==> src/rtl/fifo_read_drain_pkg.sv <==
// Shared constants for the dual-clock fifo and its read-side drain.
package fifo_read_drain_pkg;

    localparam int DSIZE_DEF = 16;
    localparam int ASIZE_DEF = 4;
    localparam int BURST_DEF = 4;
    localparam int CNT_W_DEF = 16;

    function automatic int clog2(input int value);
        int r;
        r = 0;
        while ((1 << r) < value) begin
            r = r + 1;
        end
        return r;
    endfunction

endpackage

==> src/rtl/fifo_skid_buf.sv <==
// Two-entry {data, last} register buffer with a load port and a valid/ready output.
module fifo_skid_buf
    import fifo_read_drain_pkg::*;
#(
    parameter int DSIZE = DSIZE_DEF
) (
    input  logic             clk,
    input  logic             rst_n,
    input  logic             load,
    input  logic [DSIZE-1:0] load_data,
    input  logic             load_last,
    input  logic             ready,
    output logic [DSIZE-1:0] out_data,
    output logic             out_last,
    output logic             valid,
    output logic             full,
    output logic             accept
);

    logic [DSIZE-1:0] data_r [2];
    logic [1:0]       last_r;
    logic             head_r;
    logic             tail_r;
    logic [1:0]       cnt_r;
    logic             accept_s;

    assign accept_s = (cnt_r != 2'd0) && ready;

    // Buffer storage, pointers and occupancy.
    always_ff @(posedge clk) begin
        if (!rst_n) begin
            data_r[0] <= {DSIZE{1'b0}};
            data_r[1] <= {DSIZE{1'b0}};
            last_r    <= 2'b00;
            head_r    <= 1'b0;
            tail_r    <= 1'b0;
            cnt_r     <= 2'd0;
        end else begin
            if (load) begin
                data_r[tail_r] <= load_data;
                last_r[tail_r] <= load_last;
                tail_r         <= ~tail_r;
            end
            if (accept_s) begin
                head_r <= ~head_r;
            end
            cnt_r <= cnt_r + {1'b0, load} - {1'b0, accept_s};
        end
    end

    // Head entry is presented directly from its register.
    assign out_data = data_r[head_r];
    assign out_last = last_r[head_r];
    assign valid    = (cnt_r != 2'd0);
    assign full     = (cnt_r == 2'd2);
    assign accept   = accept_s;

endmodule

==> src/rtl/fifo_read_drain.sv <==
// Read-side drain: pops the fifo into a skid buffer, tags burst boundaries, counts transfers.
module fifo_read_drain
    import fifo_read_drain_pkg::*;
#(
    parameter int DSIZE = DSIZE_DEF,
    parameter int BURST = BURST_DEF,
    parameter int CNT_W = CNT_W_DEF
) (
    input  logic             rclk,
    input  logic             rrst_n,
    input  logic             rempty,
    input  logic [DSIZE-1:0] rdata,
    output logic             r_en,
    output logic             m_valid,
    input  logic             m_ready,
    output logic [DSIZE-1:0] m_data,
    output logic             m_last,
    output logic [CNT_W-1:0] word_cnt
);

    localparam int BEAT_W = (BURST > 1) ? clog2(BURST) : 1;

    logic [BEAT_W-1:0] beat_r;
    logic [CNT_W-1:0]  word_cnt_r;
    logic              full_s;
    logic              accept_s;
    logic              last_s;
    logic              r_en_s;

    // No m_ready term here, so the pop decision never waits on downstream.
    assign r_en_s = rrst_n && !rempty && !full_s;
    assign last_s = (beat_r == BEAT_W'(BURST - 1));
    assign r_en   = r_en_s;

    fifo_skid_buf #(
        .DSIZE (DSIZE)
    ) u_buf (
        .clk       (rclk),
        .rst_n     (rrst_n),
        .load      (r_en_s),
        .load_data (rdata),
        .load_last (last_s),
        .ready     (m_ready),
        .out_data  (m_data),
        .out_last  (m_last),
        .valid     (m_valid),
        .full      (full_s),
        .accept    (accept_s)
    );

    // Position of the next popped word within its burst.
    always_ff @(posedge rclk) begin
        if (!rrst_n) begin
            beat_r <= {BEAT_W{1'b0}};
        end else if (r_en_s) begin
            beat_r <= last_s ? {BEAT_W{1'b0}} : beat_r + BEAT_W'(1);
        end else begin
            beat_r <= beat_r;
        end
    end

    // Accepted-transfer counter, wraps naturally.
    always_ff @(posedge rclk) begin
        if (!rrst_n) begin
            word_cnt_r <= {CNT_W{1'b0}};
        end else if (accept_s) begin
            word_cnt_r <= word_cnt_r + CNT_W'(1);
        end else begin
            word_cnt_r <= word_cnt_r;
        end
    end

    assign word_cnt = word_cnt_r;

endmodule

==> config.mk <==
export PLATFORM = sky130hd
export DESIGN_NAME = fifo_read_drain
export DESIGN_NICKNAME = d
export VERILOG_FILES = /design/src/rtl/fifo_read_drain_pkg.sv /design/src/rtl/fifo_skid_buf.sv /design/src/rtl/fifo_read_drain.sv
export SDC_FILE = /design/constraint.sdc
export NUM_CORES = 1
export LEC_CHECK = 0
export ABC_AREA = 1
export CAP_MARGIN = 10
export CORE_MARGIN = 1.5
export CORE_UTILIZATION = 35
export DETAILED_ROUTE_END_ITERATION = 8
export HOLD_SLACK_MARGIN = 0.06
export PLACE_DENSITY = 0.64
export SLEW_MARGIN = 20
export SYNTH_ARGS = -nofsm -noshare
export SYNTH_HDL_FRONTEND = slang
export SYNTH_SLANG_ARGS = --single-unit
==> constraint.sdc <==
create_clock -name rclk -period 1.74 [get_ports rclk]
set_input_delay 0.174 -clock rclk [delete_from_list [all_inputs] [get_ports rclk]]
set_output_delay 0.174 -clock rclk [all_outputs]
set_load 0.1 [all_outputs]
==> reports/qor.yml <==
finish:
  n_antenna_cell: 0
  final_area_mm2: 0.00369
  nNetsFinal: 368
  area_delta_synth_final_pct: 42.7
  fin_util_pct: 51.2
  drive_above_1_share_pct: 28.3
synthesis:
  syn_avg_cell_area_um2: 9.27
  synthSimpleGateAreaFrac_pct: 21.8
  synth_compound_area_share_pct: 5.32
  synth_seq_cells: 57
  syn-num-nets: 302
  synth_top_area_share_pct: 37.1
  synth_cells: 279
  netlist_area_mm2: 0.00259
  synth_top_family_by_area: "simple AND/OR/NAND/NOR gates"
  yosysUniqueCellTypes: 29
  synthAdderAreaFrac_pct: 1.45
  synthXorXnorAreaFrac_pct: 0.677
  ys_seq_area_share_pct: 56.5
  yosys_warnings: 0
  yosys.area.top_type: "edfxtp_1"
  synth.mux.area_fraction_pct: 6.96
  synth.top_cells.by_area: "edfxtp_1, dfxtp_1, nor2_1"
route:
  wl_mm: 5.31
  viasPerCell: 4.46
  ant_nets: 0
  wl_per_cell_um: 11.8
  vias: 2001
  detail_route.first_pass.iterations: 4
  drtIter0Drc: 89
  route.detailed.drc: 0
global_routing:
  grt_use_total_pct: 14.5
  grt_pass1_vias: 1911
  grt_first_pass_wirelength_mm: 8.67
  antenna_found_initial: 0
  grt-ovfl-total: 0
  grt_max_degree: 22
timing:
  rsz0062_at_grt: "false"
  slew_headroom_pct: 72.4
  finalClockSkew_ps: 5.50
  setup_viol_count_final: 0
  worst_slew_pin_slew_ps: 415
  fin_crit_sh_pct: 93.2
  fin_crit_ps: 1620
  timing_hold_violations_final: 0
  report.final.slew_viol_count: 0
  holdWs_ps: 454
  worst_slack_ps: 118
  max_freq_mhz: 616
placed_design:
  gp_congestion: 0.748
  port_buffers: 54
  pre_cts_slack_ps: 78.2
  hpwl_mm: 3.76
  placed_area_mm2: 0.00351
clock_network:
  clkLatencyLatePin_ps: 330
  cts.sinks: 57
  cts.reportedPaths.clkPinSlew_ps: 60
  cts_buffers: 9
  cts_setup_buffers: 0
  cts_root_buf: "clkbuf_8"
  cts_tree: "done"
  ctsHoldBuffers: 0
  cts_buffer_depth: 2
  htreeDepth: 3
  cts-resized-gates: 0
job:
  maxCapViolations: 0
run_status:
  status: "finished, final reports clean"
worst_hold_path:
  min_from: "u_buf.last_r[0]$_SDFFE_PN0P_"
  whs_path_depth: 2
  holdPathEnd: "u_buf.last_r[0]$_SDFFE_PN0P_"
  hold_class: "flop to flop"
setup_path:
  arrival_ps: 1450
  r2r-start: "u_buf.cnt_r[0]$_SDFF_PN0_"
  reg2regPathDepth: 6
  crit_required_ps: 1570
  critical_path_class: "flop to output pin"
  critPathLaunchType: "flop"
  regToRegSetupSlack_ps: 340
  rr_endpoint: "u_buf.cnt_r[1]$_SDFF_PN0_"
  endpoint_kind: "output pin"
  critPathMaxFanout: 16
floorplan:
  start_util_pct: 35.9
  pin_count: 55
  die_h_um: 89.0
  fp-row-count: 31
  core_area_mm2: 0.00721
  dieArea_mm2: 0.00792
  fp.dieW_um: 89.0
power_and_ir_drop:
  pwr-share-clk_pct: 22.8
  p_sw_mw: 2.13
  internal_power_mw: 3.03
  power.leakage_nw: 1.57
  seqPwrFrac_pct: 32.7
  peakVddDrop_v: 0.000684
  power_density_mw_per_mm2: 1390
  p_sw_share_pct: 41.3
  pwr-share-comb_pct: 44.5
## through the flow
stage	power, mW	instances	TNS [ps]
finish	5.15	449	0
global route	5.35	449	0
CTS	5.19	449	0
detailed placement	4.03	433	0
global placement	4.00	433	0
floorplan	3.24	279	-118
## registers in the layout (all words and copies together) (netlist names), named ones only
signal        flops
u_buf.head_r      1
u_buf.tail_r      1
beat_r            2
u_buf.data_r     32
word_cnt         16
u_buf.last_r      2
u_buf.cnt_r       2
## worst max-delay path by stage
stage | to | slack, ps | start
finish | m_data[8] | 120 | flop
global placement | u_buf.cnt_r[1]$_SDFF_PN0_ | 110 | m_ready
global route | m_data[8] | 50 | flop
detailed placement | u_buf.cnt_r[1]$_SDFF_PN0_ | 80 | m_ready
CTS | m_data[8] | 90 | flop
floorplan | m_last | -120 | u_buf.head_r$_SDFFE_PN0P_
## kinds of logic after synthesis
family / Yosys count
AOI/OAI and AO/OA: 26
muxes: 16
xor gates and xnor gates: 2
DFF: 57
buffers and inverters: 45
and+or+nand+nor: 130
adders and majority gates: 3
## Yosys cell counts
| cell type | number |
|---|---|
| mux2_2 | 16 |
| inv_1 | 36 |
| nor2_1 | 64 |
| a31oi_1 | 1 |
| ha_1 | 3 |
| xor2_1 | 2 |
| a21oi_1 | 12 |
| buf_2 | 2 |
| nor2_4 | 1 |
| o21ai_1 | 1 |
| clkbuf_1 | 1 |
| nand2_1 | 43 |
| nor2_2 | 3 |
| nand2_4 | 2 |
| o21ai_0 | 10 |
| nand3_1 | 8 |
| edfxtp_1 | 32 |
| nand3_2 | 1 |
| nand2_2 | 1 |
| nor2_8 | 1 |
| buf_1 | 1 |
| o31ai_1 | 1 |
| inv_4 | 1 |
| nor3_1 | 3 |
| inv_2 | 2 |
| o21ai_2 | 1 |
| dfxtp_1 | 25 |
| nand4_1 | 3 |
| buf_6 | 2 |
## routing by layer
| metal | wire length, µm | track usage, % |
|---|---|---|
| met2 | 2490 | 24.4 |
| met1 | 2480 | 18.0 |
| met4 | 77 | 6.15 |
| met5 | 0 | 0 |
| met3 | 265 | 3.14 |
## placed cells by master, fill, tap and decap left out, types with 3 or more instances in the layout
cell / instances
nand2_2: 3
mux2_2: 16
nand4_1: 3
nor3_1: 3
buf_4: 17
nor2_1: 64
clkinv_2: 4
buf_12: 25
nor2_2: 3
o21ai_0: 9
clkbuf_8: 9
nand2_1: 41
clkdlybuf4s50_1: 19
dfxtp_2: 11
a21oi_1: 12
ha_1: 3
dfxtp_1: 14
inv_1: 36
nand3_1: 8
edfxtp_1: 32
## worst max-delay path: stages, from the launching register on
cell     delay [ps]
dfxtp_1         310
buf_4           230
mux2_2          400
buf_12          170
## cell type report
| class | count | area, µm² |
|---|---|---|
| clock inverter | 7 | 61.3 |
| fill | 671 | 3520 |
| timing repair buffer | 61 | 818 |
| clock buffer | 9 | 124 |
| multi-input combinational | 177 | 942 |
| inverter | 39 | 149 |
| sequential | 57 | 1480 |
| tap | 99 | 124 |
## power by group through the flow
stage	Clock, mW	Sequential (mW)	Combinational (mW)
finish	1.17	1.68	2.29
CTS	1.19	1.69	2.32
floorplan	0	1.80	1.43
global placement	0	1.71	2.30
detailed placement	0	1.71	2.31
global route	1.25	1.70	2.40
Power figures use the tool's default switching activity.
